<file path="src/rtl/tiny_alu_arbiter.sv">
// tiny_alu_arbiter: round-robin arbiter sharing one tiny ALU among NUM_REQ requesters.
// Optional watchdog enabled by TINY_ALU_ARB_TIMEOUT_EN.
module tiny_alu_arbiter #(
  parameter int NUM_REQ        = 4,
  parameter int DATA_W         = 8,
  parameter int TIMEOUT_CYCLES = 16
) (
  input  logic                       clk,
  input  logic                       reset_n,
  input  logic [NUM_REQ-1:0]         req_valid,
  input  logic [NUM_REQ*3-1:0]       req_op,
  input  logic [NUM_REQ*DATA_W-1:0]  req_a,
  input  logic [NUM_REQ*DATA_W-1:0]  req_b,
  output logic [NUM_REQ-1:0]         req_ready,
  output logic [NUM_REQ-1:0]         rsp_valid,
  output logic [2*DATA_W-1:0]        rsp_result,
  output logic                       rsp_err,
  output logic                       alu_start,
  output logic [2:0]                 alu_op,
  output logic [DATA_W-1:0]          alu_a,
  output logic [DATA_W-1:0]          alu_b,
  input  logic                       alu_done,
  input  logic [2*DATA_W-1:0]        alu_result
);
  localparam int PW = $clog2(NUM_REQ);
  typedef enum logic [1:0] {IDLE, BUSY, RESP} state_t;
  state_t state, state_n;
  logic [PW-1:0] ptr, gnt, g, idx;
  logic any, op_alu, tmo, fin;
  logic [2:0] op_arr [NUM_REQ];
  logic [DATA_W-1:0] a_arr [NUM_REQ];
  logic [DATA_W-1:0] b_arr [NUM_REQ];
  for (genvar i = 0; i < NUM_REQ; i++) begin : g_unpack
    assign op_arr[i] = req_op[3*i +: 3];
    assign a_arr[i]  = req_a[DATA_W*i +: DATA_W];
    assign b_arr[i]  = req_b[DATA_W*i +: DATA_W];
  end
  // Descending scan so the requester closest to the pointer is chosen last and wins.
  always_comb begin
    gnt = '0;
    any = 1'b0;
    idx = '0;
    for (int k = NUM_REQ - 1; k >= 0; k--) begin
      idx = PW'((int'(ptr) + k) % NUM_REQ);
      if (req_valid[idx]) begin
        gnt = idx;
        any = 1'b1;
      end
    end
  end
  assign op_alu    = op_arr[gnt] >= 3'd1 && op_arr[gnt] <= 3'd4;
  assign fin       = state == BUSY && (alu_done || tmo);
  assign req_ready = (state == IDLE && any) ? NUM_REQ'(1) << gnt : '0;
  assign rsp_valid = (state == RESP) ? NUM_REQ'(1) << g : '0;
  always_comb begin
    state_n = state;
    state_n = state == IDLE ? (any ? (op_alu ? BUSY : RESP) : IDLE) :
              state == BUSY ? (fin ? RESP : BUSY) : IDLE;
  end
  always_ff @(posedge clk or negedge reset_n) begin
    if (!reset_n) state <= IDLE;
    else state <= state_n;
  end
  always_ff @(posedge clk or negedge reset_n) begin
    if (!reset_n) begin
      ptr        <= '0;
      g          <= '0;
      alu_start  <= 1'b0;
      alu_op     <= '0;
      alu_a      <= '0;
      alu_b      <= '0;
      rsp_result <= '0;
    end else if (state == IDLE && any) begin
      g          <= gnt;
      ptr        <= (gnt == PW'(NUM_REQ - 1)) ? '0 : gnt + 1'b1;
      alu_op     <= op_arr[gnt];
      alu_a      <= a_arr[gnt];
      alu_b      <= b_arr[gnt];
      alu_start  <= op_alu;
      rsp_result <= '0;
    end else if (fin) begin
      alu_start  <= 1'b0;
      rsp_result <= alu_done ? alu_result : '0;
    end
  end
`ifdef TINY_ALU_ARB_TIMEOUT_EN
  localparam int CW = $clog2(TIMEOUT_CYCLES + 1);
  logic [CW-1:0] cnt;
  logic err;
  // A done arriving on the last watchdog cycle still counts as a normal completion.
  assign tmo     = state == BUSY && !alu_done && cnt == CW'(TIMEOUT_CYCLES - 1);
  assign rsp_err = err;
  always_ff @(posedge clk or negedge reset_n) begin
    if (!reset_n) begin
      cnt <= '0;
      err <= 1'b0;
    end else begin
      cnt <= (state == BUSY) ? cnt + 1'b1 : '0;
      err <= (state == IDLE) ? 1'b0 : fin ? tmo : err;
    end
  end
`else
  assign tmo     = 1'b0;
  assign rsp_err = 1'b0;
`endif
endmodule

</file>
<file path="config.mk">
export PLATFORM = sky130hd
export DESIGN_NAME = tiny_alu_arbiter
export DESIGN_NICKNAME = d
export VERILOG_FILES = /design/src/rtl/tiny_alu_arbiter.sv
export SDC_FILE = /design/constraint.sdc
export NUM_CORES = 1
export LEC_CHECK = 0
export CORE_MARGIN = 2
export CORE_UTILIZATION = 43
export DETAILED_ROUTE_END_ITERATION = 16
export DONT_BUFFER_PORTS = 1
export HOLD_SLACK_MARGIN = 0.02
export PLACE_DENSITY = 0.71
export SLEW_MARGIN = 20
export SYNTH_ARGS = -nofsm -noshare
export SYNTH_HDL_FRONTEND = slang
export SYNTH_SLANG_ARGS = --single-unit
</file>
<file path="constraint.sdc">
create_clock -name clk -period 1.7 [get_ports clk]
set_input_delay 0 -clock clk [delete_from_list [all_inputs] [get_ports clk]]
set_output_delay 0 -clock clk [all_outputs]
set_load 0.03 [all_outputs]
</file>
==> impl_metrics.env <==
export IMPL_synthCells=331
export IMPL_crit_type="reg -> reg"
export IMPL_clockBufferDepth=2
export IMPL_synth_cell_types=39
export IMPL_setup_viol_count_final=24
export IMPL_fin_crit_sh_pct=116.0
export IMPL_p_int_w=0.003277
export IMPL_grt_ovfl_total=0
export IMPL_finalWorstSetupSlack_ns=-0.2719
export IMPL_vias_per_cell=5.539
export IMPL_grt_max_degree=47
export IMPL_yosysWarnings=0
export IMPL_grt_pass1_vias=2746
export IMPL_fin_skew_ns=0.01121
export IMPL_r2r_setup_slack_ns=-0.27
export IMPL_synth_top_area_share_pct=42.79
export IMPL_crit_arrival_ns=2.16
export IMPL_grt_pass1_wl_um=13010
export IMPL_boundaryPins=144
export IMPL_netlist_top_cells_area="dfrtp_1 43%, nand2_1 21%, o21ai_0 7.3%"
export IMPL_start_util_pct=44.60
export IMPL_drt_wl_total_um=8673
export IMPL_min_period_ns=1.972
export IMPL_power_frac_seq_pct=37.3
export IMPL_worstMarginPinSlew_ns=0.4874
export IMPL_utilization_pct=69.48
export IMPL_worstHoldStart="req_a[9]"
export IMPL_startpoint="ptr[1]"
export IMPL_drv_cap=0
export IMPL_syn_area_um2=2456
export IMPL_clkPwrFrac_pct=12.6
export IMPL_first_pass_iters=5
export IMPL_critPathLaunchType="register"
export IMPL_synth_edff_count=0
export IMPL_hold_path_class="in -> reg"
export IMPL_p_leak_nw=1.736
export IMPL_timing_fmax_mhz=507.1
export IMPL_clkSinkCount=42
export IMPL_violations="negative hold slack, negative setup slack"
export IMPL_gp_congestion=0.8719
export IMPL_r2r_end="state[1]"
export IMPL_final_layout_size_suffix_gt1_share_pct=16.04
export IMPL_vias=2753
export IMPL_grt_use_met2_pct=48.07
export IMPL_async_flop_share_pct=100.0
export IMPL_critPathCaptureType="register"
export IMPL_wl_per_cell_um=17.45
export IMPL_power_frac_comb_pct=50.1
export IMPL_layout_common_cells="139 x nand2_1, 78 x dlygate4sd3_1, 42 x dfrtp_1, 27 x o21ai_1, 22 x nand3_1"
export IMPL_slew_headroom_pct=67.21
export IMPL_irDropWorstVdd_uv=864.1
export IMPL_coreArea_um2=5507
export IMPL_grt_met1_usage_pct=28.20
export IMPL_synth_top_area_cell="dfrtp_1"
export IMPL_synth_seq_area_share_pct=42.79
export IMPL_cts_tree="built"
export IMPL_port_buffers=0
export IMPL_dpl_hpwl_um=4487
export IMPL_r2r_start="ptr[1]"
export IMPL_layout_cells_non_filler=497
export IMPL_rsz0062_at_grt="yes"
export IMPL_clk_pin_slew_ns=0.09
export IMPL_syn_avg_cell_area_um2=7.420
export IMPL_setup_tns_ns=-2.803
export IMPL_ys_seq_elements=42
export IMPL_min_to="alu_a[1]"
export IMPL_status="finished, violations left"
export IMPL_p_sw_share_pct=49.17
export IMPL_timing_final_max_slew_violations=0
export IMPL_place_inst=400
export IMPL_use_met3_pct=7.579
export IMPL_whs_path_depth=4
export IMPL_area_delta_synth_final_pct=55.78
export IMPL_gr_usage_all_layers_pct=26.22
export IMPL_final_nets=526
export IMPL_critPathRequiredTime_ns=1.89
export IMPL_p_sw_w=0.003169
export IMPL_antenna_found_initial=0
export IMPL_synthesis_nets=434
export IMPL_holdWs_ns=-0.004994
export IMPL_n_fill_cell=389
export IMPL_cts_root_buf="clkbuf_8"
export IMPL_hold_viol=2
export IMPL_worstSkewPairLatency_ns=0.30
export IMPL_die_w_um=79.58
export IMPL_dieArea_um2=6332
export IMPL_final_antenna_net_count=0
export IMPL_cts_htree_levels=2
export IMPL_numCtsBuffers=5
export IMPL_worst_r2r_cell_count=7
export IMPL_dieHeight_um=79.58
export IMPL_final_common_cell="nand2_1"
export IMPL_cp_max_fo=5
export IMPL_rows=27
export IMPL_power_density_nw_per_um2=1685
export IMPL_grt_busiest_layer="met2"
export IMPL_drtIter0Drc=134
export IMPL_drc=0
export IMPL_synthFlopType="dfrtp_1"
==> worst max path at each step <==
stage | endpoint | cells after the start | slack (ns)
floorplan | state[1] | 7 | -0.09
global placement | state[1] | 6 | -0.1
detailed placement | state[0] | 8 | -0.19
CTS | state[1] | 7 | -0.25
global route | state[1] | 7 | -0.35
finish | state[1] | 7 | -0.27
==> area by class of cell <==
class                           count  area, um^2  area share [%]
Antenna cell                        1       2.502         0.06540
Clock buffer                        5       68.82           1.799
Clock inverter                      3       45.04           1.177
Inverter                            5       18.77          0.4905
Multi-Input combinational cell    263        1436           37.54
Sequential cell                    42        1051           27.47
Tap cell                           72       90.09           2.354
Timing Repair Buffer              106        1114           29.10
==> state kept, by name, summed over array words and instances, names as in the netlist <==
register / flops
alu_a: 8
alu_start: 1
state: 2
g: 2
rsp_result: 16
alu_b: 8
ptr: 2
alu_op: 3
==> cells in the mapped netlist (2+ instances only) <==
library cell	instances
nor2_1	3
nand2b_1	4
buf_1	3
nor4bb_1	2
nand3_1	24
clkbuf_1	13
buf_2	3
o21ai_0	36
a21oi_1	17
buf_4	2
a21o_1	2
dfrtp_1	42
inv_1	4
ha_1	4
o21ai_1	6
and2_1	4
mux2i_1	2
nand2_1	139
==> power by group through the flow <==
| stage | Sequential (W) | Clock [W] | Combinational [W] |
|---|---|---|---|
| CTS | 0.00240 | 0.000827 | 0.00290 |
| global route | 0.00246 | 0.000863 | 0.00354 |
| floorplan | 0.00231 | 0 | 0.00175 |
| finish | 0.00240 | 0.000811 | 0.00323 |
| global placement | 0.00241 | 0 | 0.00221 |
| detailed placement | 0.00243 | 0 | 0.00230 |
==> critical path, stage by stage (launching register included) <==
cell     delay [ns]
dfrtp_1        0.39
buf_4          0.15
o211a_1        0.25
nor3_4         0.25
buf_6          0.15
mux2_4         0.33
xnor2_4        0.15
a21o_1         0.18
==> routing by layer <==
metal	vias up	routed length [um]	part of all wire, %
met1	1256	3091	36
li1	1270	-	-
met4	0	232	2.7
met3	25	892	10
met2	202	4456	51
met5	-	0	0
==> through the flow <==
stage	power [W]	hold WS [ns]	area, um^2	setup slack (ns)
3_3_place_gp	0.004626	-0.2948	2621	-0.09593
3_5_place_dp	0.004732	-0.2947	2621	-0.1910
4_1_cts	0.006127	0.02310	3732	-0.2529
5_1_grt	0.006863	0.01988	3824	-0.3495
6_report	0.006446	-0.004994	3826	-0.2719
2_1_floorplan	0.004061	-0.2956	2462	-0.08539
==> kinds of logic (layout without fill, tap and decap cells) <==
| family | after synthesis | count (layout) | synth area share [%] |
|---|---|---|---|
| AOI/OAI and AO/OA | 68 | 68 | 15.49 |
| xor gates and xnor gates | 1 | 1 | 0.6624 |
| adders and majority gates | 4 | 4 | 2.038 |
| buffers and inverters | 26 | 119 | 4.431 |
| DFF | 42 | 42 | 42.79 |
| muxes | 3 | 3 | 1.274 |
| other | 1 | 2 | 0.1527 |
| and+or+nand+nor | 186 | 186 | 33.16 |
==> repair_timing <==
| action | in CTS | in global routing |
|---|---|---|
| gates cloned | 1 | 3 |
| gates resized for setup | 44 | 24 |
| endpoints found under the setup margin | 24 | 26 |
| pin swaps | 10 | 1 |
| hold buffers | 79 | 0 |
| setup buffers | 6 | 1 |
| hold endpoints to repair | 76 | 0 |
No activity file was read; power rests on OpenSTA's default activity.
